--- src/rtl/mips_ctrl_pkg.sv ---
// Shared control encodings for the MIPS register-file write path:
// arbiter state and requester identifiers.
package mips_ctrl_pkg;

  typedef enum logic {
    ST_INIT = 1'b0,
    ST_ARB  = 1'b1
  } arb_state_e;

  typedef enum logic {
    REQ_A = 1'b0,
    REQ_B = 1'b1
  } req_id_e;

endpackage : mips_ctrl_pkg

--- src/rtl/mips_rr_arb2.sv ---
// Two-way round-robin grant: a lone requester always wins, and a tie goes
// to whichever requester did not win last time.
module mips_rr_arb2
  import mips_ctrl_pkg::*;
(
  input  logic    a_valid,
  input  logic    b_valid,
  input  req_id_e last_grant,
  output logic    gnt_a,
  output logic    gnt_b
);

  // Grant selection; purely combinational so ready can answer in the same cycle.
  always_comb begin
    gnt_a = 1'b0;
    gnt_b = 1'b0;
    if (a_valid && b_valid) begin
      if (last_grant == REQ_B) begin
        gnt_a = 1'b1;
      end else begin
        gnt_b = 1'b1;
      end
    end else begin
      gnt_a = a_valid;
      gnt_b = b_valid;
    end
  end

endmodule : mips_rr_arb2

--- src/rtl/mips_regfile_write_arbiter.sv ---
// Merges ALU (A) and load (B) writeback into a single register-file write
// port, with a sequential zeroing pass after reset or on clear_req.
module mips_regfile_write_arbiter
  import mips_ctrl_pkg::*;
#(
  parameter int DATA_W     = 32,
  parameter int ADDR_W     = 5,
  parameter int INIT_CLEAR = 1
) (
  input  logic              clk,
  input  logic              rst_n,
  input  logic              clear_req,
  input  logic              a_valid,
  output logic              a_ready,
  input  logic [ADDR_W-1:0] a_reg,
  input  logic [DATA_W-1:0] a_data,
  input  logic              b_valid,
  output logic              b_ready,
  input  logic [ADDR_W-1:0] b_reg,
  input  logic [DATA_W-1:0] b_data,
  output logic              signal_reg_write,
  output logic [ADDR_W-1:0] write_reg,
  output logic [DATA_W-1:0] write_data,
  output logic              init_done
);

  localparam logic [ADDR_W-1:0] CNT_MAX  = {ADDR_W{1'b1}};
  localparam logic [ADDR_W-1:0] CNT_ONE  = {{(ADDR_W-1){1'b0}}, 1'b1};
  localparam logic [ADDR_W-1:0] REG_ZERO = {ADDR_W{1'b0}};
  localparam logic [DATA_W-1:0] DATA_ZERO = {DATA_W{1'b0}};

  arb_state_e        state_q, state_d;
  logic [ADDR_W-1:0] cnt_q, cnt_d;
  req_id_e           last_grant_q, last_grant_d;
  logic              we_q, we_d;
  logic [ADDR_W-1:0] wreg_q, wreg_d;
  logic [DATA_W-1:0] wdata_q, wdata_d;

  logic gnt_a_s;
  logic gnt_b_s;
  logic arb_open_s;

  mips_rr_arb2 u_rr_arb2 (
    .a_valid    (a_valid),
    .b_valid    (b_valid),
    .last_grant (last_grant_q),
    .gnt_a      (gnt_a_s),
    .gnt_b      (gnt_b_s)
  );

  // A clear request in ARB suppresses both grants for that cycle.
  assign arb_open_s = (state_q == ST_ARB) && !clear_req;
  assign a_ready    = arb_open_s && gnt_a_s;
  assign b_ready    = arb_open_s && gnt_b_s;

  assign signal_reg_write = we_q;
  assign write_reg        = wreg_q;
  assign write_data       = wdata_q;
  assign init_done        = (state_q == ST_ARB);

  // Next-state, clear counter and write-port computation.
  always_comb begin
    state_d      = state_q;
    cnt_d        = cnt_q;
    last_grant_d = last_grant_q;
    we_d         = 1'b0;
    wreg_d       = wreg_q;
    wdata_d      = wdata_q;
    case (state_q)
      ST_INIT: begin
        // clear_req is deliberately ignored here; the pass runs to completion.
        we_d    = 1'b1;
        wreg_d  = cnt_q;
        wdata_d = DATA_ZERO;
        if (cnt_q == CNT_MAX) begin
          state_d = ST_ARB;
          cnt_d   = REG_ZERO;
        end else begin
          cnt_d = cnt_q + CNT_ONE;
        end
      end
      ST_ARB: begin
        if (clear_req) begin
          state_d = ST_INIT;
          cnt_d   = REG_ZERO;
        end else if (gnt_a_s) begin
          last_grant_d = REQ_A;
          // $zero is read-only: the handshake completes but no write is issued.
          if (a_reg != REG_ZERO) begin
            we_d    = 1'b1;
            wreg_d  = a_reg;
            wdata_d = a_data;
          end else begin
            we_d = 1'b0;
          end
        end else if (gnt_b_s) begin
          last_grant_d = REQ_B;
          if (b_reg != REG_ZERO) begin
            we_d    = 1'b1;
            wreg_d  = b_reg;
            wdata_d = b_data;
          end else begin
            we_d = 1'b0;
          end
        end else begin
          we_d = 1'b0;
        end
      end
      default: begin
        state_d = ST_INIT;
        cnt_d   = REG_ZERO;
      end
    endcase
  end

  // State and registered write-port flops.
  always_ff @(posedge clk or negedge rst_n) begin
    if (!rst_n) begin
      state_q      <= (INIT_CLEAR != 0) ? ST_INIT : ST_ARB;
      cnt_q        <= REG_ZERO;
      last_grant_q <= REQ_B;
      we_q         <= 1'b0;
      wreg_q       <= REG_ZERO;
      wdata_q      <= DATA_ZERO;
    end else begin
      state_q      <= state_d;
      cnt_q        <= cnt_d;
      last_grant_q <= last_grant_d;
      we_q         <= we_d;
      wreg_q       <= wreg_d;
      wdata_q      <= wdata_d;
    end
  end

endmodule : mips_regfile_write_arbiter

--- config.mk ---
export PLATFORM = sky130hd
export DESIGN_NAME = mips_regfile_write_arbiter
export DESIGN_NICKNAME = d
export VERILOG_FILES = /design/src/rtl/mips_ctrl_pkg.sv /design/src/rtl/mips_rr_arb2.sv /design/src/rtl/mips_regfile_write_arbiter.sv
export SDC_FILE = /design/constraint.sdc
export NUM_CORES = 1
export LEC_CHECK = 0
export ABC_CLOCK_PERIOD_IN_PS = 1750
export CORE_MARGIN = 5
export CORE_UTILIZATION = 38
export CTS_BUF_LIST = sky130_fd_sc_hd__clkbuf_4
export DETAILED_ROUTE_END_ITERATION = 10
export HOLD_SLACK_MARGIN = 0.12
export PLACE_DENSITY = 0.79
export SLEW_MARGIN = 40
export SYNTH_ARGS = -nofsm -noshare
export SYNTH_HDL_FRONTEND = slang
export SYNTH_HIERARCHICAL = 1
export SYNTH_SLANG_ARGS = --single-unit
--- constraint.sdc ---
create_clock -name clk -period 1.75 [get_ports clk]
set_input_delay 0.4375 -clock clk [delete_from_list [all_inputs] [get_ports clk]]
set_output_delay 0.4375 -clock clk [all_outputs]
set_load 0.005 [all_outputs]
==> results.txt <==
Yosys top cell by area -> dfrtp_1
Max frequency -> 523 MHz
Synth Register Bits -> 45
Total grt overflow -> 0
Arrival time worst endpoint -> 2.15 ns
Starting DRT DRC Count -> 86
Final wirelength -> 6.68 mm
Most frequent CP cell -> buf_6
HPWL Detailed -> 4.97 mm
Synth top cells by count -> 44 x dfrtp_1, 41 x nor2_1, 37 x mux2i_1, 19 x mux2_4, 18 x mux2_2
Critical path endpoint category -> flop
Worst skew pair latency -> 0.35 ns
Largest stage delay on the critical path -> 0.49 ns
Vias per inst -> 4.88
Unrepaired setup endpoints after global routing -> yes
Number of cells on the critical path -> 8
CP Max Fanout -> 18
Worst hold path endpoint -> write_data[12]
Worst hold path type -> flop to flop
Ports -> 120
Buffers on Ports -> 119
Maxcap violations -> 0
FF-to-FF Start -> last_grant_q
Syn-to-layout area delta -> 62.9%
# setup viols final -> 39
Initial Utilization -> 39.3%
Yosys cell types -> 35
Setup WS post-layout -> -0.163 ns
Relative slew slack -> 78.2%
Placed insts -> 406
Prevailing post-synth register cell -> dfrtp_1
CP startpoint kind -> input pin
Post-Synth XOR/XNOR Area -> 0.702%
Longest Clk Path Bufs -> 2
Final Skew -> 0.0155 ns
First drt pass iteration count -> 4
Cell area after synthesis -> 0.00249 mm^2
Clock slew at reported path FFs -> 0.14 ns
Crit path kind -> input pin to flop
P_leak -> 2.06 nW
Pin count of the biggest net entering global routing -> 46
Worst r2r dst -> write_data[2]
GRT Overall Usage -> 15.8%
Ant diodes -> 0
Area of the core -> 0.00635 mm^2
Layout cells sized above 1 -> 24.6%
Drt drc -> 0
PD cells -> 886 mW/mm^2
Compound-gate portion of the synthesized area -> 3.66%
Hold path startpoint -> write_data[12]
WHS Path Cells -> 1
Crit path time final -> 1.91 ns
Crit path max-delay family -> buffers and inverters
Number of synthesized flops with an enable pin -> 0
Adder-cell share of the synthesized area -> 1.00%
Syn. warnings -> 6
Syn_nets -> 291
Mux share of post-synthesis cell area -> 34.4%
H-tree depth -> 2
Crit path required time -> 1.99 ns
DR WL/cell -> 15.5 um
Antenna viol nets, final -> 0
Peak VDD IR -> 0.438 mV
CTS Root Cell -> clkbuf_4
Status -> complete, but fails checks
Vias -> 2100
R2R depth -> 8
Largest cells by area after synthesis -> dfrtp_1 44%, mux2i_1 15%, mux2_4 11%
First-pass GRT wire length -> 10.8 mm
Fillers -> 532
Failing checks -> setup timing
Worst slew pin tran -> 0.327 ns
Post-Layout Cell Count -> 430
Reg2reg setup slack -> -0.15 ns
Number of flip-flops in the largest register -> 32
Die height -> 91.0 um
Gpl congestion -> 0.765
Worst path buffer plus inverter count -> 4
Post-layout util -> 64.0%
Num CTS Buffers -> 5
Final #Nets -> 433
Post-Synth Simple-Gate Area -> 9.93%
Antenna violations before repair -> 0
Pins Over Slew Limit -> 0
Largest family of logic cells by synthesized area -> multiplexers
Final period util -> 109%
Hold Fails Final Rpt -> 0
Die Wd -> 91.0 um
Seq/Total Area, Yosys -> 45.2%
Yosys top cell area share -> 44.2%
CTS tree -> yes
Critical-path cell list -> clkdlybuf4s50_1 > a21boi_4 > buf_6 > buf_6 > nand4b_1 > nand3_2 > buf_12 > mux2_2
Synth async-reset ratio -> 100%
# rows -> 29
Via count of the first global-routing pass -> 2163
Syn avg cell area -> 11.9 um^2
Die Area -> 0.00828 mm^2
Cells after synthesis -> 210
Slowest cell on the critical path -> clkdlybuf4s50_1
Most common cell in the synthesized netlist -> dfrtp_1
CTS Sinks -> 45
layout make-up:
cell class	instances	area (um^2)	area share, %
timing repair buffer	149	1510	37.1
multi-input combinational	148	1270	31.2
sequential	45	1130	27.7
tap	77	96.3	2.37
clock buffer	5	37.5	0.924
clock inverter	3	17.5	0.431
inverter	3	11.3	0.277
layer usage:
layer	vias up	wire, um	share of wire [%]	track usage, %
li1	1008	-	-	-
met1	1005	2770	41	19.5
met2	81	3390	51	26.8
met3	6	478	7.2	5.29
met4	0	49	0.73	3.30
met5	-	0	0	0
timing repair:
action | in CTS | in global routing
setup endpoints to repair | 40 | 59
hold buffers | 1 | 0
pin swaps | 3 | 0
gates resized for setup | 22 | 14
endpoints found under the hold margin | 44 | 0
setup buffers | 4 | 11
cell usage in the layout (no fill, tap or decap), types with 2 or more instances in the layout:
cell type,instances
clkbuf_4,5
dlygate4sd2_1,3
buf_12,4
and2_4,2
clkinv_1,2
buf_2,2
nand2_1,4
ha_1,2
dfrtp_1,44
buf_6,5
nand3_1,2
a21oi_1,5
mux2_2,17
clkdlybuf4s50_1,99
buf_4,21
o22ai_1,2
mux2i_1,37
dlymetal6s2s_1,14
mux2_4,20
nor2_1,41
kinds of logic (layout without fill, tap and decap cells):
logic type | Yosys count | after routing
compound gates | 14 | 14
flops | 45 | 45
mux | 74 | 74
buf+inv | 17 | 160
simple gates | 56 | 56
xor+xnor | 2 | 2
fa+ha+maj | 2 | 2
worst max-delay path by stage:
stage,from,endpoint
after floorplan,last_grant_q,write_data[14]
after global placement,b_valid,b_ready
after detailed placement,b_valid,b_ready
after CTS,last_grant_q,write_data[0]
after global routing,last_grant_q,write_data[0]
final,a_valid,write_data[2]
metrics by stage:
stage	power [mW]	hold WS (ns)	TNS (ns)	instance area [um^2]	setup WS (ns)
after global placement	2.97	0.437	-17.62	3830	-0.508
final	3.60	0.517	-5.73	4060	-0.163
after global routing	3.86	0.543	-8.02	4060	-0.235
after CTS	3.58	0.523	-5.72	3950	-0.168
after detailed placement	3.02	0.438	-19.88	3830	-0.515
after floorplan	2.28	0.142	0	2500	0.0000194
report_power, final:
part / total [mW] / internal (mW) / switching (mW)
Combinational: 1.68 / 1.05 / 0.637
Sequential: 1.42 / 1.27 / 0.155
Clock: 0.489 / 0.153 / 0.337
(Power assumes the default switching activity.)
